$ cat config.mk
export PLATFORM = sky130hd
export DESIGN_NAME = mult_seq_ctrl_flat
export DESIGN_NICKNAME = d
export VERILOG_FILES = /design/src/rtl/calc_defs.sv /design/src/rtl/mult_seq_ctrl_if.sv /design/src/rtl/full_adder_nbits.sv /design/src/rtl/mult_seq_ctrl.sv /design/src/flat_wrapper.sv
export SDC_FILE = /design/constraint.sdc
export NUM_CORES = 1
export LEC_CHECK = 0
export ABC_CLOCK_PERIOD_IN_PS = 6550
export CAP_MARGIN = 25
export CORE_ASPECT_RATIO = 2
export CORE_MARGIN = 5
export CORE_UTILIZATION = 25
export CTS_CLUSTER_DIAMETER = 40
export CTS_CLUSTER_SIZE = 12
export DETAILED_ROUTE_END_ITERATION = 8
export PLACE_DENSITY = 0.56
export SLEW_MARGIN = 20
export SYNTH_ARGS = -nofsm -noshare
export SYNTH_HDL_FRONTEND = slang
export SYNTH_SLANG_ARGS = --single-unit
export TNS_END_PERCENT = 50
$ cat constraint.sdc
create_clock -name clk_i -period 6.55 [get_ports clk_i]
set_clock_uncertainty 0.2 [all_clocks]
set_input_delay 0.9825 -clock clk_i [delete_from_list [all_inputs] [get_ports clk_i]]
set_output_delay 0.9825 -clock clk_i [all_outputs]
set_load 0.03 [all_outputs]
$ cat src/rtl/calc_defs.sv
// rtl/calc_defs.sv - shared calculator definitions: state encodings and default operand width
package calc_defs;

   localparam int DEF_WIDTH = 8;

   typedef enum logic [1:0] {
      IDLE = 2'd0,
      RUN  = 2'd1,
      DONE = 2'd2
   } state_t;

endpackage

$ cat src/rtl/mult_seq_ctrl_if.sv
// rtl/mult_seq_ctrl_if.sv - start/ready/done handshake and operand/product bus of the multiplier
interface mult_seq_ctrl_if
   import calc_defs::*;
#(
   parameter int width = DEF_WIDTH
);
   logic                 start_i;
   logic [width-1:0]     a_i;
   logic [width-1:0]     b_i;
   logic                 ready_o;
   logic                 done_o;
   logic [2*width-1:0]   p_o;

   modport master (output start_i, a_i, b_i, input ready_o, done_o, p_o);
   modport slave  (input start_i, a_i, b_i, output ready_o, done_o, p_o);
endinterface

$ cat src/rtl/full_adder_nbits.sv
// rtl/full_adder_nbits.sv - combinational unsigned n-bit adder with carry-out
module full_adder_nbits #(
   parameter int width = 8
) (
   input  logic [width-1:0] a_i,
   input  logic [width-1:0] b_i,
   output logic [width-1:0] s_o,
   output logic             cout_o
);
   assign {cout_o, s_o} = {1'b0, a_i} + {1'b0, b_i};
endmodule

$ cat src/rtl/mult_seq_ctrl.sv
// rtl/mult_seq_ctrl.sv - shift-and-add multiplier sequencing one shared adder over width cycles
module mult_seq_ctrl
   import calc_defs::*;
#(
   parameter int width = DEF_WIDTH
) (
   input  logic             clk_i,
   input  logic             rst_n_i,
   mult_seq_ctrl_if.slave   bus
);
   localparam int CW = $clog2(width) + 1;
   localparam logic [CW-1:0] LAST = CW'(width - 1);

   state_t               state, state_next;
   logic [width-1:0]     m;
   logic [2*width-1:0]   acc;
   logic [2*width-1:0]   acc_next;
   logic [CW-1:0]        cnt;
   logic [2*width-1:0]   p;
   logic [width-1:0]     add_b;
   logic [width-1:0]     sum;
   logic                 cout;

   // Add the multiplicand only when the current multiplier bit is set.
   assign add_b = acc[0] ? m : '0;

   full_adder_nbits #(.width(width)) u_adder (
      .a_i    (acc[2*width-1:width]),
      .b_i    (add_b),
      .s_o    (sum),
      .cout_o (cout)
   );

   // Carry becomes the new MSB so the product never loses a bit.
   assign acc_next = {cout, sum, acc[width-1:1]};

   always_ff @(posedge clk_i or negedge rst_n_i) begin
      if (!rst_n_i) state <= IDLE;
      else          state <= state_next;
   end

   always_comb begin
      state_next = state;
      case (state)
         IDLE:    if (bus.start_i) state_next = RUN;
         RUN:     if (cnt == LAST) state_next = DONE;
         DONE:    state_next = IDLE;
         default: state_next = IDLE;
      endcase
   end

   always_ff @(posedge clk_i or negedge rst_n_i) begin
      if (!rst_n_i) begin
         m   <= '0;
         acc <= '0;
         cnt <= '0;
         p   <= '0;
      end else begin
         case (state)
            IDLE: if (bus.start_i) begin
               m   <= bus.a_i;
               acc <= {{width{1'b0}}, bus.b_i};
               cnt <= '0;
            end
            RUN: begin
               acc <= acc_next;
               cnt <= cnt + 1'b1;
               if (cnt == LAST) p <= acc_next;
            end
            default: ;
         endcase
      end
   end

   assign bus.ready_o = (state == IDLE);
   assign bus.done_o  = (state == DONE);
   assign bus.p_o     = p;
endmodule

$ cat src/flat_wrapper.sv
// flat-port wrapper written by rule: the top's interface ports become plain ports
module mult_seq_ctrl_flat import calc_defs::*;
#(
   parameter int width = DEF_WIDTH
)
  (clk_i, rst_n_i, bus_start_i, bus_a_i, bus_b_i, bus_ready_o, bus_done_o, bus_p_o);
  mult_seq_ctrl_if #(.width(width)) bus_i ();
  input  logic clk_i;
  input  logic rst_n_i;
  input wire logic [$bits(bus_i.start_i)-1:0] bus_start_i;
  input wire logic [$bits(bus_i.a_i)-1:0] bus_a_i;
  input wire logic [$bits(bus_i.b_i)-1:0] bus_b_i;
  output wire logic [$bits(bus_i.ready_o)-1:0] bus_ready_o;
  output wire logic [$bits(bus_i.done_o)-1:0] bus_done_o;
  output wire logic [$bits(bus_i.p_o)-1:0] bus_p_o;
  assign bus_i.start_i = bus_start_i;
  assign bus_i.a_i = bus_a_i;
  assign bus_i.b_i = bus_b_i;
  assign bus_ready_o = bus_i.ready_o;
  assign bus_done_o = bus_i.done_o;
  assign bus_p_o = bus_i.p_o;
  mult_seq_ctrl #(.width(width)) u_core (.clk_i(clk_i), .rst_n_i(rst_n_i), .bus(bus_i));
endmodule
Yosys cells after proc, flatten, opt, wreduce, memory -nomap -nowiden
Cells that the tools add are included.

Bits in registers: 46. Input port bits: 19. Output and inout port bits: 18.

Add/sub/neg operators: 2. Mux-type cells: 8. Eq/ne operators: 5. Reduce and logical (&&, ||, !) cells: 6.

Operator list (number): 16-bit one-hot mux with 2 select lines (1); 16-bit two-way mux (1); 8-bit by 8-bit adder with 9-bit output (1); 8-bit two-way mux (1); 4-bit one-hot mux with 2 select lines (1); 2-bit AND reduction (4); 4-bit by 1-bit adder with 4-bit output (second input constant) (1); 4-bit by 3-bit == test with 1-bit output (second input constant) (1); 2-bit two-way mux (2); 4-bit two-way mux (1); 2-bit one-hot mux with 2 select lines (1); 2-bit by 1-bit == test with 1-bit output (second input constant) (1); 2-bit == test (second input constant) (1); 2-bit zero test (1); 2-bit by 1-bit inequality test with 1-bit output (second input constant) (1); 2-bit inequality test (second input constant) (1); 2-bit nonzero test (1).

Longest topological paths before layout
Depth in word-level cells: 3. Gate-level depth with buffers: 8.

By module
A second synthesis with hierarchy kept.

Cells, all modules: 215. Area, all modules: 2272.2 sq um.

By module, submodules not included: mult_seq_ctrl (sequential area each 1151.1 sq um, instances 1, cells each 173, area each 1948.1 sq um); full_adder_nbits (sequential area each 0.0 sq um, instances 1, cells each 42, area each 324.1 sq um).

Worst setup path after synthesis
OpenSTA, ideal clock, no wires.

Path kind: input port to flip-flop. From: input bus_start_i. To: register u_core.m[5]. Stages on the path: 4. Slack: 4.378 ns. Data arrival time: 1.847 ns. Path through: or3b_1 -> buf_6 -> buf_6 -> mux2_2.

Word-level cells in the longest chain between the ends: 1.

Ends and longest elaborated chain: from (decl) (line flat_wrapper.sv:10) `input wire logic [$bits(bus_i.start_i)-1:0] bus_start_i;`; 2-bit AND reduction (no line); to (signal assigned) (line mult_seq_ctrl.sv:61) `m <= bus.a_i;`; to (decl) (line mult_seq_ctrl.sv:15) `logic [width-1:0] m;`.

Every way passes these cells. A chain may end at the register's enable or synchronous reset.

Worst setup path in the final report
From: register u_core.state[1]. To: register u_core.p[14] (netlist: u_core.bus.p_o[14]).

Word-level cells in the longest chain between the ends: 2.

Ends and longest elaborated chain: from (decl) (line mult_seq_ctrl.sv:14) `state_t state, state_next;`; from (signal assigned) (line mult_seq_ctrl.sv:39) `else state <= state_next;`; 2-bit by 1-bit == test with 1-bit output (line mult_seq_ctrl.sv:59) `case (state)`; 2-bit AND reduction (no line); to (signal assigned) (line mult_seq_ctrl.sv:68) `if (cnt == LAST) p <= acc_next;`; to (decl) (line mult_seq_ctrl.sv:19) `logic [2*width-1:0] p;`.

Every way passes these cells.

==> flow_metrics.env <==
export IMPL_combPwrFrac=0.502
export IMPL_worstHoldPathType="flop to flop"
export IMPL_ys_ff_latch=46
export IMPL_cts_hold_buf=0
export IMPL_grt_pass1_vias=1787
export IMPL_grt_pass1_wl_mm=8.687
export IMPL_die_h_um=142.8
export IMPL_timing_rr_end="u_core.bus.p_o[14]"
export IMPL_dieArea_mm2=0.01091
export IMPL_fin_setup_tns_ns=0
export IMPL_cts_buffer_depth=2
export IMPL_clock_latency_ns=0.29
export IMPL_path_delay_family="simple AND/OR/NAND/NOR gates"
export IMPL_power_leakage_uw=0.001244
export IMPL_boundaryPins=37
export IMPL_final_setup_viol_count=0
export IMPL_status="finished, final reports clean"
export IMPL_worst_setup_path_start_kind="flop"
export IMPL_end_kind="flop"
export IMPL_htree_levels=2
export IMPL_core_area_mm2=0.008648
export IMPL_critPathSlowestCell="or2_1"
export IMPL_cts_tree="done"
export IMPL_fin_nets=280
export IMPL_worstPathArrival_ns=2.91
export IMPL_holdPathStages=2
export IMPL_stdcell_count=351
export IMPL_min_to="u_core.bus.p_o[11]"
export IMPL_cp_num_buf_inv=1
export IMPL_drv_cap=0
export IMPL_remaining_drc_errors=0
export IMPL_hp_start="u_core.bus.p_o[11]"
export IMPL_routed_wl_mm=5.104
export IMPL_area_growth_pct=25.54
export IMPL_hpwl_mm=3.772
export IMPL_post_cts_buffers=0
export IMPL_cts_root_buf="clkbuf_16"
export IMPL_ys_async_sr_fraction=1.000
export IMPL_synth_seq_area_share=0.5221
export IMPL_cell_internal_pwr_uw=895.1
export IMPL_max_vdd_ir_drop_v=0.0002156
export IMPL_drtIter0Drc=53
export IMPL_diodes=0
export IMPL_ys_flop_type="dfrtp_1"
export IMPL_p_seq_frac=0.339
export IMPL_start_util=0.2549
export IMPL_utilization=0.3200
export IMPL_ant_nets=0
export IMPL_clkSinkCount=46
export IMPL_num_vias=1645
export IMPL_switching_share=0.4117
export IMPL_gp_congestion=0.7507
export IMPL_r2r_cells=5
export IMPL_drive_above_1_share=0.08765
export IMPL_grt_max_degree=28
export IMPL_tightest_slew_ns=0.8973
export IMPL_vias_per_cell=4.687
export IMPL_synth_area_per_cell_um2=10.11
export IMPL_ys_types=35
export IMPL_ys_warn_count=0
export IMPL_antenna_found_initial=0
export IMPL_ys_top_cells_by_area="dfrtp_1 (52%), nand2_1 (7.8%), ha_1 (5.1%), mux2_2 (4.1%), o21ai_0 (3.0%)"
export IMPL_clockPowerShare=0.159
export IMPL_reg2reg_from="u_core.state[1]"
export IMPL_synth_enable_flop_cells=0
export IMPL_syn_inst=218
export IMPL_cts_made_buffers=5
export IMPL_row_count=48
export IMPL_grt_use_total=0.1002
export IMPL_power_density_mw_per_mm2=549.8
export IMPL_path_cells="nand2b_1 > or2_1 > inv_1 > nand4_1 > nand3_1"
export IMPL_hold_viol_final=0
export IMPL_reg2reg_slack_ns=3.60
export IMPL_wl_per_cell_um=14.54
export IMPL_slew_viol_final=0
export IMPL_post_synth_top_area_cell="dfrtp_1"
export IMPL_first_pass_iters=4
export IMPL_p_switching_uw=626.5
export IMPL_dp_cells=343
export IMPL_cp_max_fo=25
export IMPL_fmax_ghz=0.3391
export IMPL_clkSlewWorstSetupHoldPaths_ns=0.06
export IMPL_grt_ovfl_total=0
export IMPL_fin_crit_ns=2.949
export IMPL_synth_top_area_frac=0.5221
export IMPL_post_cts_resized=0
export IMPL_synth_area_mm2=0.002205
export IMPL_relSlewSlack=0.4018
export IMPL_fin_crit_sh=0.4502
export IMPL_crit_type="flop to flop"
export IMPL_cp_required_ns=6.51
export IMPL_fp_dieW_um=76.40
export IMPL_slowest_delay_ns=0.77
export IMPL_rsz0062_at_grt="false"
export IMPL_synth_net_count=247
export IMPL_numPortBuffers=36
## power by group through the flow
stage          clock network [uW]  logic [uW]  registers, uW
2_1_floorplan                   0         481            586
3_3_place_gp                    0         751            520
3_5_place_dp                    0         768            523
4_1_cts                       248         774            518
5_1_grt                       256         861            536
6_report                      241         764            516
## worst register-to-register path, cell delays in order (launching register included)
cell,delay [ns]
dfrtp_1,0.40
nand2b_1,0.72
or2_1,0.77
inv_1,0.44
nand4_1,0.21
nand3_1,0.09
## synthesized netlist by cell type, drive strengths merged (2+ instances only)
| master | n |
|---|---|
| a211o | 3 |
| a21o | 3 |
| a21oi | 5 |
| and2 | 8 |
| and3 | 2 |
| buf | 7 |
| clkbuf | 5 |
| dfrtp | 46 |
| ha | 9 |
| inv | 2 |
| mux2 | 8 |
| nand2 | 46 |
| nand3 | 12 |
| nand4 | 3 |
| nor2 | 17 |
| nor2b | 2 |
| o21ai | 13 |
| o21ba | 2 |
| o22ai | 8 |
| o31ai | 2 |
| xnor2 | 4 |
## routing by layer
layer	up-vias	routed length, um	global-route usage
met5	-	0	0
met3	10	132	0.01705
li1	816	-	-
met1	789	2026	0.1033
met2	30	2766	0.1867
met4	0	178	0.05806
## state kept, by name (all words and copies together) (netlist names)
register        flops
u_core.acc         16
u_core.bus.p_o     16
u_core.m            8
u_core.cnt          4
u_core.state        2
## layout make-up
cell class / instances / area, um^2
clock buffer: 5 / 125.1
clock inverter: 2 / 10.01
fill: 917 / 5881
inverter: 2 / 7.507
multi-input combinational: 158 / 958.4
sequential: 46 / 1151
tap: 100 / 125.1
timing repair buffer: 38 / 390.4
## worst max-delay path by stage
stage | startpoint | to | slack, ns | cells after the start
floorplan | bus_start_i | u_core.m[5] | 4.38 | 4
global placement | bus_start_i | u_core.acc[15] | 3.35 | 5
detailed placement | bus_start_i | u_core.acc[15] | 3.34 | 5
CTS | u_core.state[1] | u_core.bus.p_o[14] | 3.49 | 5
global route | u_core.state[1] | u_core.bus.p_o[14] | 3.28 | 5
finish | u_core.state[1] | u_core.bus.p_o[14] | 3.60 | 5
## through the flow
step                hold WS (ns)  worst slack, ns  power (uW)  instance area, um^2
global route              0.3043            3.285        1654                 2768
detailed placement        0.2625            3.337        1291                 2618
global placement          0.2640            3.346        1271                 2597
floorplan                 0.2483            4.378        1067                 2205
CTS                       0.2865            3.488        1540                 2753
finish                    0.2816            3.601        1522                 2768
## placed cells by master, fill, tap and decap left out, types with 2 or more instances in the layout
master,Yosys,routed
a21oi_1,5,5
nor2b_1,2,2
o21ai_0,13,13
clkinv_2,0,2
and2_1,8,8
dfrtp_1,46,46
nand4_1,3,3
o21ba_2,2,2
nor2_1,17,17
and3_1,2,2
clkdlybuf4s50_1,0,35
a21o_1,3,3
nand2_1,46,46
xnor2_1,4,4
mux2_2,8,8
o22ai_1,8,8
a211o_1,3,3
inv_1,2,2
clkbuf_16,0,5
nand3_1,12,12
ha_1,9,9
## logic make-up after synthesis
logic type      share of synthesized area
simple gates                       0.1924
flops                              0.5221
compound gates                     0.1169
buf+inv                           0.04313
fa+ha+maj                         0.06016
mux                               0.04540
xor+xnor                          0.01986
No activity file was read; power rests on OpenSTA's default activity.
